--- src/rtl/mem_ram_rssb_if.sv ---
// Request/response bus between the RSSB core sequencer (master) and its data RAM (slave).
// A request is taken on req_valid && req_ready; a response completes on rsp_valid && rsp_ready.
interface mem_ram_rssb_if #(
    parameter int WIDTH  = 8,
    parameter int ADDR_W = 8
);
    logic              req_valid;
    logic              req_ready;
    logic [1:0]        op;
    logic [ADDR_W-1:0] address;
    logic [WIDTH-1:0]  wdata;
    logic              rsp_valid;
    logic              rsp_ready;
    logic [WIDTH-1:0]  rdata;
    logic              borrow;
    logic              err;

    modport master (
        output req_valid, op, address, wdata, rsp_ready,
        input  req_ready, rsp_valid, rdata, borrow, err
    );

    modport slave (
        input  req_valid, op, address, wdata, rsp_ready,
        output req_ready, rsp_valid, rdata, borrow, err
    );
endinterface

--- src/rtl/mem_ram_rssb.sv ---
// Windowed data RAM for the RSSB core: read, write and atomic mem = mem - acc with borrow.
// One request in flight; each request walks IDLE -> ACCESS -> RESP.
module mem_ram_rssb #(
    parameter int                     WIDTH    = 8,
    parameter int                     ADDR_W   = 8,
    parameter int                     DEPTH    = 4,
    parameter logic [DEPTH*WIDTH-1:0] INIT_VEC = 32'h04080201
) (
    input  logic          clk,
    input  logic          rst,
    mem_ram_rssb_if.slave bus
);
    localparam int IDX_W = $clog2(DEPTH);

    typedef enum logic [1:0] {
        IDLE   = 2'd0,
        ACCESS = 2'd1,
        RESP   = 2'd2
    } state_t;

    typedef enum logic [1:0] {
        OP_READ  = 2'b00,
        OP_WRITE = 2'b01,
        OP_RSSB  = 2'b10,
        OP_RSVD  = 2'b11
    } op_t;

    state_t            state;
    state_t            state_nxt;
    op_t               cap_op;
    logic [IDX_W-1:0]  cap_idx;
    logic              cap_hit;
    logic [WIDTH-1:0]  cap_wdata;
    logic [WIDTH-1:0]  mem [DEPTH];

    logic [WIDTH:0]    sub_ext;
    logic              wr_en;
    logic [WIDTH-1:0]  wr_data;
    logic [WIDTH-1:0]  res_rdata;
    logic              res_borrow;
    logic              res_err;

    // Window bits between the index and the select bit alias the array.
    if (IDX_W < ADDR_W - 1) begin : g_alias
        logic unused_alias;
        assign unused_alias = ^bus.address[ADDR_W-2:IDX_W];
    end

    // NOTE: sequential state is updated with <= so every flop samples pre-edge values.
    always_ff @(posedge clk or posedge rst) begin
        if (rst) state <= IDLE;
        else     state <= state_nxt;
    end

    // NOTE: every output of a combinational block gets a default first, so no path infers a latch.
    always_comb begin
        state_nxt     = state;
        bus.req_ready = 1'b0;
        bus.rsp_valid = 1'b0;
        case (state)
            IDLE: begin
                bus.req_ready = 1'b1;
                if (bus.req_valid) state_nxt = ACCESS;
            end
            ACCESS: state_nxt = RESP;
            RESP: begin
                bus.rsp_valid = 1'b1;
                if (bus.rsp_ready) state_nxt = IDLE;
            end
            default: state_nxt = IDLE;
        endcase
    end

    always_ff @(posedge clk or posedge rst) begin
        if (rst) begin
            cap_op    <= OP_READ;
            cap_idx   <= '0;
            cap_hit   <= 1'b0;
            cap_wdata <= '0;
        end else if (state == IDLE && bus.req_valid) begin
            cap_op    <= op_t'(bus.op);
            cap_idx   <= bus.address[IDX_W-1:0];
            cap_hit   <= bus.address[ADDR_W-1];
            cap_wdata <= bus.wdata;
        end
    end

    // The extra top bit of the widened subtraction is the unsigned borrow.
    always_comb begin
        sub_ext    = {1'b0, mem[cap_idx]} - {1'b0, cap_wdata};
        wr_en      = 1'b0;
        wr_data    = cap_wdata;
        res_rdata  = '0;
        res_borrow = 1'b0;
        res_err    = 1'b1;
        if (cap_hit) begin
            case (cap_op)
                OP_READ: begin
                    res_rdata = mem[cap_idx];
                    res_err   = 1'b0;
                end
                OP_WRITE: begin
                    wr_en     = 1'b1;
                    res_rdata = cap_wdata;
                    res_err   = 1'b0;
                end
                OP_RSSB: begin
                    wr_en      = 1'b1;
                    wr_data    = sub_ext[WIDTH-1:0];
                    res_rdata  = sub_ext[WIDTH-1:0];
                    res_borrow = sub_ext[WIDTH];
                    res_err    = 1'b0;
                end
                default: ;
            endcase
        end
    end

    // NOTE: the array is reset on purpose; reset must restore the init image, so it maps to flops, not a RAM macro.
    always_ff @(posedge clk or posedge rst) begin
        if (rst) begin
            for (int i = 0; i < DEPTH; i++) mem[i] <= INIT_VEC[i*WIDTH +: WIDTH];
        end else if (state == ACCESS && wr_en) begin
            mem[cap_idx] <= wr_data;
        end
    end

    // Response fields are loaded only at the ACCESS edge and held through RESP.
    always_ff @(posedge clk or posedge rst) begin
        if (rst) begin
            bus.rdata  <= '0;
            bus.borrow <= 1'b0;
            bus.err    <= 1'b0;
        end else if (state == ACCESS) begin
            bus.rdata  <= res_rdata;
            bus.borrow <= res_borrow;
            bus.err    <= res_err;
        end
    end
endmodule

--- src/flat_wrapper.sv ---
// flat-port wrapper written by rule: the top's interface ports become plain ports
module mem_ram_rssb_flat 
#(
    parameter int                     WIDTH    = 8,
    parameter int                     ADDR_W   = 8,
    parameter int                     DEPTH    = 4,
    parameter logic [DEPTH*WIDTH-1:0] INIT_VEC = 32'h04080201
)
  (clk, rst, bus_req_valid, bus_op, bus_address, bus_wdata, bus_rsp_ready, bus_req_ready, bus_rsp_valid, bus_rdata, bus_borrow, bus_err);
  mem_ram_rssb_if #(.WIDTH(WIDTH), .ADDR_W(ADDR_W)) bus_i ();
  input  logic clk;
  input  logic rst;
  input wire logic [$bits(bus_i.req_valid)-1:0] bus_req_valid;
  input wire logic [$bits(bus_i.op)-1:0] bus_op;
  input wire logic [$bits(bus_i.address)-1:0] bus_address;
  input wire logic [$bits(bus_i.wdata)-1:0] bus_wdata;
  input wire logic [$bits(bus_i.rsp_ready)-1:0] bus_rsp_ready;
  output wire logic [$bits(bus_i.req_ready)-1:0] bus_req_ready;
  output wire logic [$bits(bus_i.rsp_valid)-1:0] bus_rsp_valid;
  output wire logic [$bits(bus_i.rdata)-1:0] bus_rdata;
  output wire logic [$bits(bus_i.borrow)-1:0] bus_borrow;
  output wire logic [$bits(bus_i.err)-1:0] bus_err;
  assign bus_i.req_valid = bus_req_valid;
  assign bus_i.op = bus_op;
  assign bus_i.address = bus_address;
  assign bus_i.wdata = bus_wdata;
  assign bus_i.rsp_ready = bus_rsp_ready;
  assign bus_req_ready = bus_i.req_ready;
  assign bus_rsp_valid = bus_i.rsp_valid;
  assign bus_rdata = bus_i.rdata;
  assign bus_borrow = bus_i.borrow;
  assign bus_err = bus_i.err;
  mem_ram_rssb #(.WIDTH(WIDTH), .ADDR_W(ADDR_W), .DEPTH(DEPTH), .INIT_VEC(INIT_VEC)) u_core (.clk(clk), .rst(rst), .bus(bus_i));
endmodule
--- config.mk ---
export PLATFORM = sky130hd
export DESIGN_NAME = mem_ram_rssb_flat
export DESIGN_NICKNAME = d
export VERILOG_FILES = /design/src/rtl/mem_ram_rssb_if.sv /design/src/rtl/mem_ram_rssb.sv /design/src/flat_wrapper.sv
export SDC_FILE = /design/constraint.sdc
export NUM_CORES = 1
export LEC_CHECK = 0
export ABC_AREA = 1
export BUFFER_PORTS_ARGS = -buffer_cell sky130_fd_sc_hd__buf_2
export CAP_MARGIN = 15
export CORE_MARGIN = 2
export CORE_UTILIZATION = 24
export CTS_CLUSTER_DIAMETER = 120
export DETAILED_ROUTE_END_ITERATION = 16
export PLACE_DENSITY = 0.49
export SLEW_MARGIN = 25
export SYNTH_ARGS = -nofsm -noshare
export SYNTH_HDL_FRONTEND = slang
export SYNTH_SLANG_ARGS = --single-unit
--- constraint.sdc ---
create_clock -name clk -period 2.3 [get_ports clk]
set_input_delay 0.23 -clock clk [delete_from_list [all_inputs] [get_ports clk]]
set_output_delay 0.23 -clock clk [all_outputs]
set_load 0.005 [all_outputs]
==> impl_metrics.toml, run 1 <==
[power_and_ir_drop]
irDropWorstVdd_uv = 519.7
p_per_area_nw_per_um2 = 1544
power.leakage_nw = 2.163
p_total_w = 0.006539
p_clk_share_pct = 21.5
p_switching_w = 0.002809
combPwrFrac_pct = 52.9
power.share.sequential_pct = 25.6
cell_internal_pwr_w = 0.003730
swShare_pct = 42.96

[die]
core_area_um2 = 12620
die_w_um = 117.9
io_pins = 34
die_h_um = 117.9
dieArea_um2 = 13900
start_util_pct = 24.68
rows = 41

[flow_run]
maxCapViolations = 0

[min_path]
holdCritPathClass = "in2reg"

[critical_path]
cp_data_required_time_ns = 2.51
crit_path_frequent_cell = "nand2_1"
crit_slowest_cell = "dfrtp_2"
cp-start-kind = "flip-flop"
crit_type = "reg2reg"
cpPeakStageDelay_ns = 0.46
crit_chain = "nand2_2 > inv_2 > buf_4 > nand2_1 > nand4_4 > buf_4 > ha_1 > nand2_1 > nand2_1 > a21oi_2 > nand3_1 > nand2_1 > nand2_2 > nand3_2 > nand2_1"
critPathArrivalTime_ns = 2.48
critPathMaxFanout = 4
end_kind = "flip-flop"

[finish]
final_common_cell = "nand2_1"
num_antenna_cells = 0
multiInputGateArea_um2 = 1758
seqCellArea_um2 = 1434
layout.nets = 498
drive_above_1_share_pct = 30.75
fill_cells = 1353
area_growth_pct = 35.96
final_cell_mix = "nand2_1 (173), dfrtp_1 (51), inv_1 (35), buf_2 (28), buf_4 (21)"
fin_cells = 637

[clock_network]
root_buffer = "clkbuf_16"
clkTransAtPathRegs_ns = 0.05
clk_latency_ns = 0.33
htreeDepth = 3
cts_buffers = 9
cts.sinks = 57
cts_tree = "built"
clock_path_buffers = 2

[global_route]
grt-ovfl-total = 0
grt_max_degree = 27
antenna_found_initial = 0
grt_pass1_vias = 2821
grt_pass1_wl_um = 13790
grt_use_total_pct = 12.51

[synthesis]
syn_nets = 443
synth.distinct_cells = 28
synth_seq_area_share_pct = 45.96
synth-seq-cells = 57
synth_area_per_cell_um2 = 7.671
synth_area_um2 = 3114
ys_warn_count = 0
netlist_instances = 406

[route]
vias = 2756
drt_iter0_markers = 138
vias_per_cell = 4.327
wl_um = 8354
first_pass_iters = 4
wl_per_cell_um = 13.11
ant_nets = 0
drc = 0

[placed_design]
port_buffers = 28
place_congestion = 0.8314
dp.cells = 617
hpwl_um = 5881

[timing]
timing.fmax_mhz = 440.7
finalSetupViolations = 0
rsz0062_at_grt = "true"
fin_setup_tns_ns = 0
worst_pin_slew_ns = 0.5873
report.final.slew_viol_count = 0
min_period_ns = 2.269
slew_headroom_pct = 60.63
fin_crit_sh_pct = 98.66
fin_skew_ns = 0.008155
hold_viol = 0

[outcome]
status = "complete, no violations"
## timing repair
item | CTS | global route
setup buffers | 0 | 4
gates resized for setup | 11 | 65
pin swaps | 0 | 18
endpoints found under the setup margin | 18 | 33
hold buffers | 1 | 0
hold endpoints to repair | 20 | 0
## synthesized netlist by cell type
| library cell | instances | area (um^2) |
|---|---|---|
| buf_2 | 5 | 25.02 |
| nor2_4 | 3 | 33.78 |
| nor2_1 | 7 | 26.28 |
| dfrtp_1 | 53 | 1326 |
| nand2_1 | 191 | 716.9 |
| nand4_1 | 2 | 12.51 |
| o21ai_0 | 26 | 130.1 |
| inv_1 | 39 | 146.4 |
| inv_2 | 3 | 11.26 |
| nand4_2 | 3 | 37.54 |
| ha_1 | 14 | 175.2 |
| a21oi_1 | 6 | 30.03 |
| o21ai_1 | 5 | 25.02 |
| nand3b_1 | 1 | 7.510 |
| dfstp_2 | 4 | 105.1 |
| o21ai_2 | 2 | 17.52 |
| a21boi_1 | 1 | 7.510 |
| nand3_2 | 2 | 20.02 |
| xor2_1 | 2 | 17.52 |
| a22oi_1 | 3 | 22.52 |
| clkinv_1 | 1 | 3.750 |
| buf_6 | 4 | 45.04 |
| or2_2 | 1 | 6.260 |
| nor3_2 | 1 | 10.01 |
| o211ai_1 | 1 | 7.510 |
| nand3_1 | 23 | 115.1 |
| fa_1 | 1 | 20.02 |
| nor2_2 | 2 | 12.51 |
## per-layer routing
metal  up-vias  wire length [um]  GRT usage (%)
met3        12               269          3.295
met2        44              3982          20.82
met5         -                 0              0
met1      1304              3982          15.86
met4         0               119          3.765
li1       1396                 -              -
## cell type report
type	instances	area share, %
flip-flops and latches	57	33.87
multi-input cells	297	41.52
clock inverters	2	0.8274
inverters	43	3.812
clock buffers	13	6.619
repair buffers	53	8.274
well taps	172	5.083
## state kept, by name, summed over array words and instances (netlist names)
register / cells
u_core.bus.borrow: 1
u_core.cap_idx: 2
u_core.state: 2
u_core.cap_wdata: 8
u_core.bus.rdata: 8
u_core.bus.err: 1
u_core.cap_op: 2
u_core.mem: 32
u_core.cap_hit: 1
## kinds of logic (layout without fill, tap and decap cells)
family	count (synthesis)	after routing	share of synthesized area [%]
AO/OA/AOI/OAI	44	44	7.714
XOR/XNOR	2	2	0.5626
adder cells (fa/ha/maj)	15	15	6.268
buffers and inverters	52	111	7.432
flip-flops	57	57	45.96
AND/OR/NAND/NOR	236	236	32.06
## worst max-delay path, delay by kind of cell, from the launching register on
family	cells	cell delay, ns
adders and majority gates	1	0.20
AOI/OAI and AO/OA	1	0.15
and+or+nand+nor	10	0.97
DFF	1	0.46
buffers and inverters	3	0.36
## power groups by stage
stage,logic (W),clock network (W),registers (W)
after floorplan,0.00189,0,0.00162
after global placement,0.00268,0,0.00165
after detailed placement,0.00271,0,0.00166
after CTS,0.00282,0.00143,0.00166
after global routing,0.00386,0.00149,0.00173
final,0.00346,0.00141,0.00167
## metrics by stage
stage | instance area (um^2) | setup WS, ns | hold slack (ns) | util [%]
after global routing | 4234 | -0.1140 | 0.1016 | 33.55
after global placement | 3562 | -0.07495 | 0.2939 | 28.23
after detailed placement | 3562 | -0.07347 | 0.2802 | 28.23
after floorplan | 3114 | 0.1589 | 0.3373 | -
final | 4234 | 0.03088 | 0.09914 | 33.55
after CTS | 3928 | 0.01312 | 0.09238 | 31.12
## final timing paths
path                       depth (start not counted)  slack [ns]             endpoint              start
max                                               15        0.03       u_core.mem[15]  u_core.cap_idx[1]
min                                                3         0.1  u_core.cap_wdata[0]       bus_wdata[0]
max reg2reg                                       15        0.03       u_core.mem[15]  u_core.cap_idx[1]
min reg2reg                                        2        0.47       u_core.mem[11]     u_core.mem[11]
max in group asynchronous                          4        1.17       u_core.mem[11]                rst
min in group asynchronous                          3        0.47      u_core.state[1]                rst
(Power assumes the default switching activity.)
==> inputs of run 2 (changes only) <==
CTS_CLUSTER_SIZE = 30   (was not set)
PLACE_DENSITY = 0.41   (was 0.49)
==> impl_metrics.toml, run 2 (same netlist as run 1, synthesis figures left out) <==
[outcome]
status = "complete, no violations"

[clock_network]
root_buffer = "clkbuf_16"
clkTransAtPathRegs_ns = 0.05
clock_path_buffers = 2
cts_tree = "built"
clk_latency_ns = 0.33
htreeDepth = 3
cts.sinks = 57
cts_buffers = 9

[route]
wl_per_cell_um = 13.30
ant_nets = 0
vias = 2723
vias_per_cell = 4.222
drc = 0
wl_um = 8578
drt_iter0_markers = 161
first_pass_iters = 5

[die]
dieArea_um2 = 13900
die_h_um = 117.9
die_w_um = 117.9
core_area_um2 = 12620
io_pins = 34
rows = 41
start_util_pct = 24.68

[finish]
reg_top3 = "u_core.mem (32), u_core.bus.rdata (8), u_core.cap_wdata (8)"
fin_area_um2 = 4277
final_cell_mix = "nand2_1 (168), dfrtp_1 (51), inv_1 (34), buf_2 (28), buf_4 (25)"
largest_reg_flops = 32
final_util_pct = 33.89
drive_above_1_share_pct = 32.35
fill_cells = 1373
regMostFlops = "u_core.mem"
multiInputGateArea_um2 = 1699
seqCellArea_um2 = 1434
area_growth_pct = 37.32
final_common_cell = "nand2_1"
layout.nets = 505
num_antenna_cells = 0
fin_cells = 645

[timing]
hold_ws_ns = 0.09547
worst_pin_slew_ns = 0.6608
finalSetupViolations = 0
report.final.slew_viol_count = 0
slew_headroom_pct = 55.68
timing.fmax_mhz = 457.8
fin_crit_sh_pct = 94.97
min_period_ns = 2.184
hold_viol = 0
rsz0062_at_grt = "true"
layout_setup_ws_ns = 0.1156
fin_skew_ns = 0.007923

[critical_path]
crit_type = "reg2reg"
rr_worst_depth = 15
cp_data_required_time_ns = 2.57
cp-start-kind = "flip-flop"
crit_chain = "buf_6 > nor2_4 > buf_6 > nand2_2 > nand4_1 > ha_4 > a21oi_2 > nand2_2 > nand2_2 > nand2_1 > nand2_2 > nand2_2 > nand2_4 > nand3_1 > nand2_1"
r2r_slack_ns = 0.12
r2r-end = "u_core.mem[21]"
critPathMaxFanout = 7
critPathArrivalTime_ns = 2.46
end_kind = "flip-flop"
cp_top_family = "simple AND/OR/NAND/NOR gates"
path_buf_inv = 2
crit_path_frequent_cell = "nand2_2"
r2r_start = "u_core.cap_idx[1]"
crit_slowest_cell = "dfrtp_2"
cpPeakStageDelay_ns = 0.45

[power_and_ir_drop]
swShare_pct = 41.51
irDropWorstVdd_uv = 409.1
p_clk_share_pct = 23.4
combPwrFrac_pct = 51.8
power.share.sequential_pct = 24.8
p_per_area_nw_per_um2 = 1569
p_switching_w = 0.002785
power.leakage_nw = 2.214
cell_internal_pwr_w = 0.003924

[placed_design]
place_congestion = 0.8081
port_buffers = 28
placed_area_um2 = 3627
place_ws_ns = -0.08612
hpwl_um = 6150
dp.cells = 624

[min_path]
hold_path_depth = 2
worstHoldStart = "bus_rsp_ready"
holdCritPathClass = "in2reg"
min_to = "u_core.state[1]"

[global_route]
grt_max_degree = 35
grt_use_total_pct = 13.33
grt_pass1_vias = 2779
grt_pass1_wl_um = 14420
antenna_found_initial = 0
grt-ovfl-total = 0

[flow_run]
maxCapViolations = 0
==> run 2: worst reg2reg max path: stages, from the launching register on <==
cell	delay (ns)
dfrtp_2	0.45
buf_6	0.14
nor2_4	0.11
buf_6	0.16
nand2_2	0.05
nand4_1	0.20
ha_4	0.26
a21oi_2	0.13
nand2_2	0.10
nand2_2	0.10
nand2_1	0.06
nand2_2	0.07
nand2_2	0.07
nand2_4	0.09
nand3_1	0.08
nand2_1	0.07
==> run 2: worst max path at each step <==
stage,slack [ns],cells after the start,from,to
2_1_floorplan,0.16,16,u_core.cap_idx[1],u_core.mem[14]
3_5_place_dp,-0.09,12,u_core.cap_idx[0],u_core.mem[31]
4_1_cts,-0.04,14,u_core.cap_idx[1],u_core.mem[10]
5_1_grt,-0.12,15,u_core.cap_idx[1],u_core.mem[21]
6_report,0.12,15,u_core.cap_idx[1],u_core.mem[21]
3_3_place_gp,-0.07,12,u_core.cap_idx[0],u_core.mem[31]
==> run 2: cell type report <==
| type | instances | area share [%] |
|---|---|---|
| clock buffer | 10 | 5.588 |
| multi-input combinational | 297 | 39.73 |
| sequential | 57 | 33.53 |
| timing repair buffer | 60 | 9.889 |
| tap | 172 | 5.032 |
| inverter | 43 | 3.774 |
| clock inverter | 6 | 2.458 |
==> run 2: power groups by stage <==
stage               combinational (W)  clock [W]  sequential (W)
global route                  0.00395    0.00164         0.00172
floorplan                     0.00189          0         0.00162
finish                        0.00347    0.00157         0.00166
CTS                           0.00296    0.00159         0.00165
detailed placement            0.00286          0         0.00165
global placement              0.00287          0         0.00165
==> run 2: repair_timing <==
| item | 4_1_cts | 5_1_grt |
|---|---|---|
| hold buffers | 1 | 0 |
| setup buffers | 0 | 4 |
| setup endpoints to repair | 20 | 35 |
| pin swaps | 0 | 21 |
| resized for setup | 10 | 65 |
| endpoints found under the hold margin | 23 | 0 |
==> run 2: metal layers <==
metal,vias to the layer above,wire length [um],track usage (%)
li1,1397,-,-
met4,0,158,5.873
met5,-,0,0
met2,46,3958,21.00
met1,1269,4128,17.79
met3,11,333,2.471
==> run 2: metrics by stage <==
| stage | setup TNS (ns) | total power (W) |
|---|---|---|
| after global routing | -1.213 | 0.007317 |
| final | 0 | 0.006709 |
| after floorplan | 0 | 0.003514 |
| after CTS | -0.1320 | 0.006203 |
| after detailed placement | -0.9113 | 0.004518 |
| after global placement | -0.6410 | 0.004512 |
==> inputs of run 3 (changes only) <==
SETUP_SLACK_MARGIN = 0.15   (was not set)
SLEW_MARGIN = 20   (was 25)
==> impl_metrics.toml, run 3 (same netlist as run 1, synthesis figures left out) <==
[outcome]
status = "complete, no violations"

[route]
vias = 2730
wl_um = 8710
vias_per_cell = 4.213
first_pass_iters = 4
wl_per_cell_um = 13.44
ant_nets = 0
drt_iter0_markers = 190
drc = 0

[finish]
area_growth_pct = 41.02
fin_area_um2 = 4392
fin_cells = 648
reg_top3 = "u_core.mem (32), u_core.bus.rdata (8), u_core.cap_wdata (8)"
layout.nets = 508
largest_reg_flops = 32
regMostFlops = "u_core.mem"
fill_cells = 1364
drive_above_1_share_pct = 36.34
final_common_cell = "nand2_1"
num_antenna_cells = 0
final_util_pct = 34.80
final_cell_mix = "nand2_1 (164), dfrtp_1 (51), inv_1 (31), buf_2 (28), buf_4 (26)"

[critical_path]
cp_data_required_time_ns = 2.52
r2r_slack_ns = 0.09
rr_worst_depth = 15
end_kind = "flip-flop"
r2r-end = "u_core.bus.rdata[2]"
crit_end = "u_core.bus.rdata[2]"
r2r_start = "u_core.cap_idx[1]"
crit_slowest_cell = "dfrtp_2"
cp-start-kind = "flip-flop"
critPathMaxFanout = 4
crit_type = "reg2reg"
setup.worst_path.start = "u_core.cap_idx[1]"
crit_path_frequent_cell = "nand2_1"
cpPeakStageDelay_ns = 0.44
critPathArrivalTime_ns = 2.43
crit_chain = "buf_6 > nor2_4 > nand2_1 > nand2_2 > nor2_2 > ha_2 > inv_2 > fa_2 > buf_4 > xor2_2 > buf_4 > nand2_2 > nand3_2 > nand2_1 > nand2_1"

[timing]
fin_skew_ns = 0.007334
min_period_ns = 2.212
rsz0062_at_grt = "true"
layout_setup_ws_ns = 0.08762
slew_headroom_pct = 55.41
worst_pin_slew_ns = 0.6647
hold_viol = 0
fin_crit_sh_pct = 96.19
timing.fmax_mhz = 452.0
finalSetupViolations = 0
report.final.slew_viol_count = 0

[global_route]
antenna_found_initial = 0
grt_pass1_wl_um = 14660
grt_max_degree = 35
grt_pass1_vias = 2854
grt-ovfl-total = 0
grt_use_total_pct = 13.57

[power_and_ir_drop]
irDropWorstVdd_uv = 501.4
power.leakage_nw = 2.265
p_per_area_nw_per_um2 = 1599
p_total_w = 0.007021

[clock_network]
cts_tree = "built"
htreeDepth = 3
cts.sinks = 57
clock_path_buffers = 2
cts_buffers = 9
clkTransAtPathRegs_ns = 0.05
clk_latency_ns = 0.33
root_buffer = "clkbuf_16"

[placed_design]
port_buffers = 28
place_congestion = 0.8081
hpwl_um = 6150
placed_area_um2 = 3627
place_ws_ns = -0.08612
dp.cells = 624

[min_path]
worstHoldStart = "bus_rsp_ready"
hold_path_depth = 2
holdCritPathClass = "in2reg"

[die]
io_pins = 34
rows = 41
core_area_um2 = 12620
die_h_um = 117.9
die_w_um = 117.9
dieArea_um2 = 13900
start_util_pct = 24.68

[flow_run]
maxCapViolations = 0
run 3: changes by cell type in the layout (fill, tap and decap cells not counted), sizes merged:
cell,before,now
buf,59,62
run 3: power breakdown:
part / switching, W / internal, W
logic: 0.00220 / 0.00158
registers: 0.000257 / 0.00141
clock network: 0.000486 / 0.00108
total: 0.00294 / 0.00408
run 3: per-stage QoR:
stage / hold slack [ns] / setup TNS, ns
after global placement: 0.3113 / -0.6410
after floorplan: 0.3373 / 0
after global routing: 0.1033 / -1.044
after detailed placement: 0.3292 / -0.9113
after CTS: 0.08442 / 0
final: 0.09518 / 0
run 3: critical path, delay by kind of cell (launching register included):
family / cells / cell delay (ns)
fa+ha+maj: 2 / 0.54
flops: 1 / 0.44
xor+xnor: 1 / 0.17
simple gates: 8 / 0.50
buf+inv: 4 / 0.44
run 3: routing by layer:
layer  wire, um  vias up  GRT usage, %
li1           -     1400             -
met1       4200     1276         17.97
met2       4071       42         21.62
met3        264       12         2.471
met4        175        0         5.873
met5          0        -             0
run 3: layout make-up:
cell class | instances | area, um^2 | share of cell area (%)
sequential | 57 | 1434 | 32.65
timing repair buffer | 63 | 461.7 | 10.51
tap | 172 | 215.2 | 4.900
inverter | 43 | 163.9 | 3.732
clock inverter | 6 | 105.1 | 2.393
clock buffer | 10 | 239.0 | 5.442
multi-input combinational | 297 | 1773 | 40.37
run 3: repair_timing:
| item | CTS | global route |
|---|---|---|
| hold buffers | 1 | 0 |
| setup endpoints to repair | 36 | 38 |
| pin swaps | 11 | 25 |
| buffers inserted | 5 | 2 |
| gates resized for setup | 49 | 51 |
| hold endpoints to repair | 23 | 0 |
run 3: how the worst min path moves through the flow:
stage | to | slack (ns)
5_1_grt | u_core.state[1] | 0.10
4_1_cts | u_core.cap_wdata[0] | 0.08
6_report | u_core.state[1] | 0.1
3_3_place_gp | u_core.bus.rdata[0] | 0.31
3_5_place_dp | u_core.bus.rdata[0] | 0.33
2_1_floorplan | u_core.state[1] | 0.34
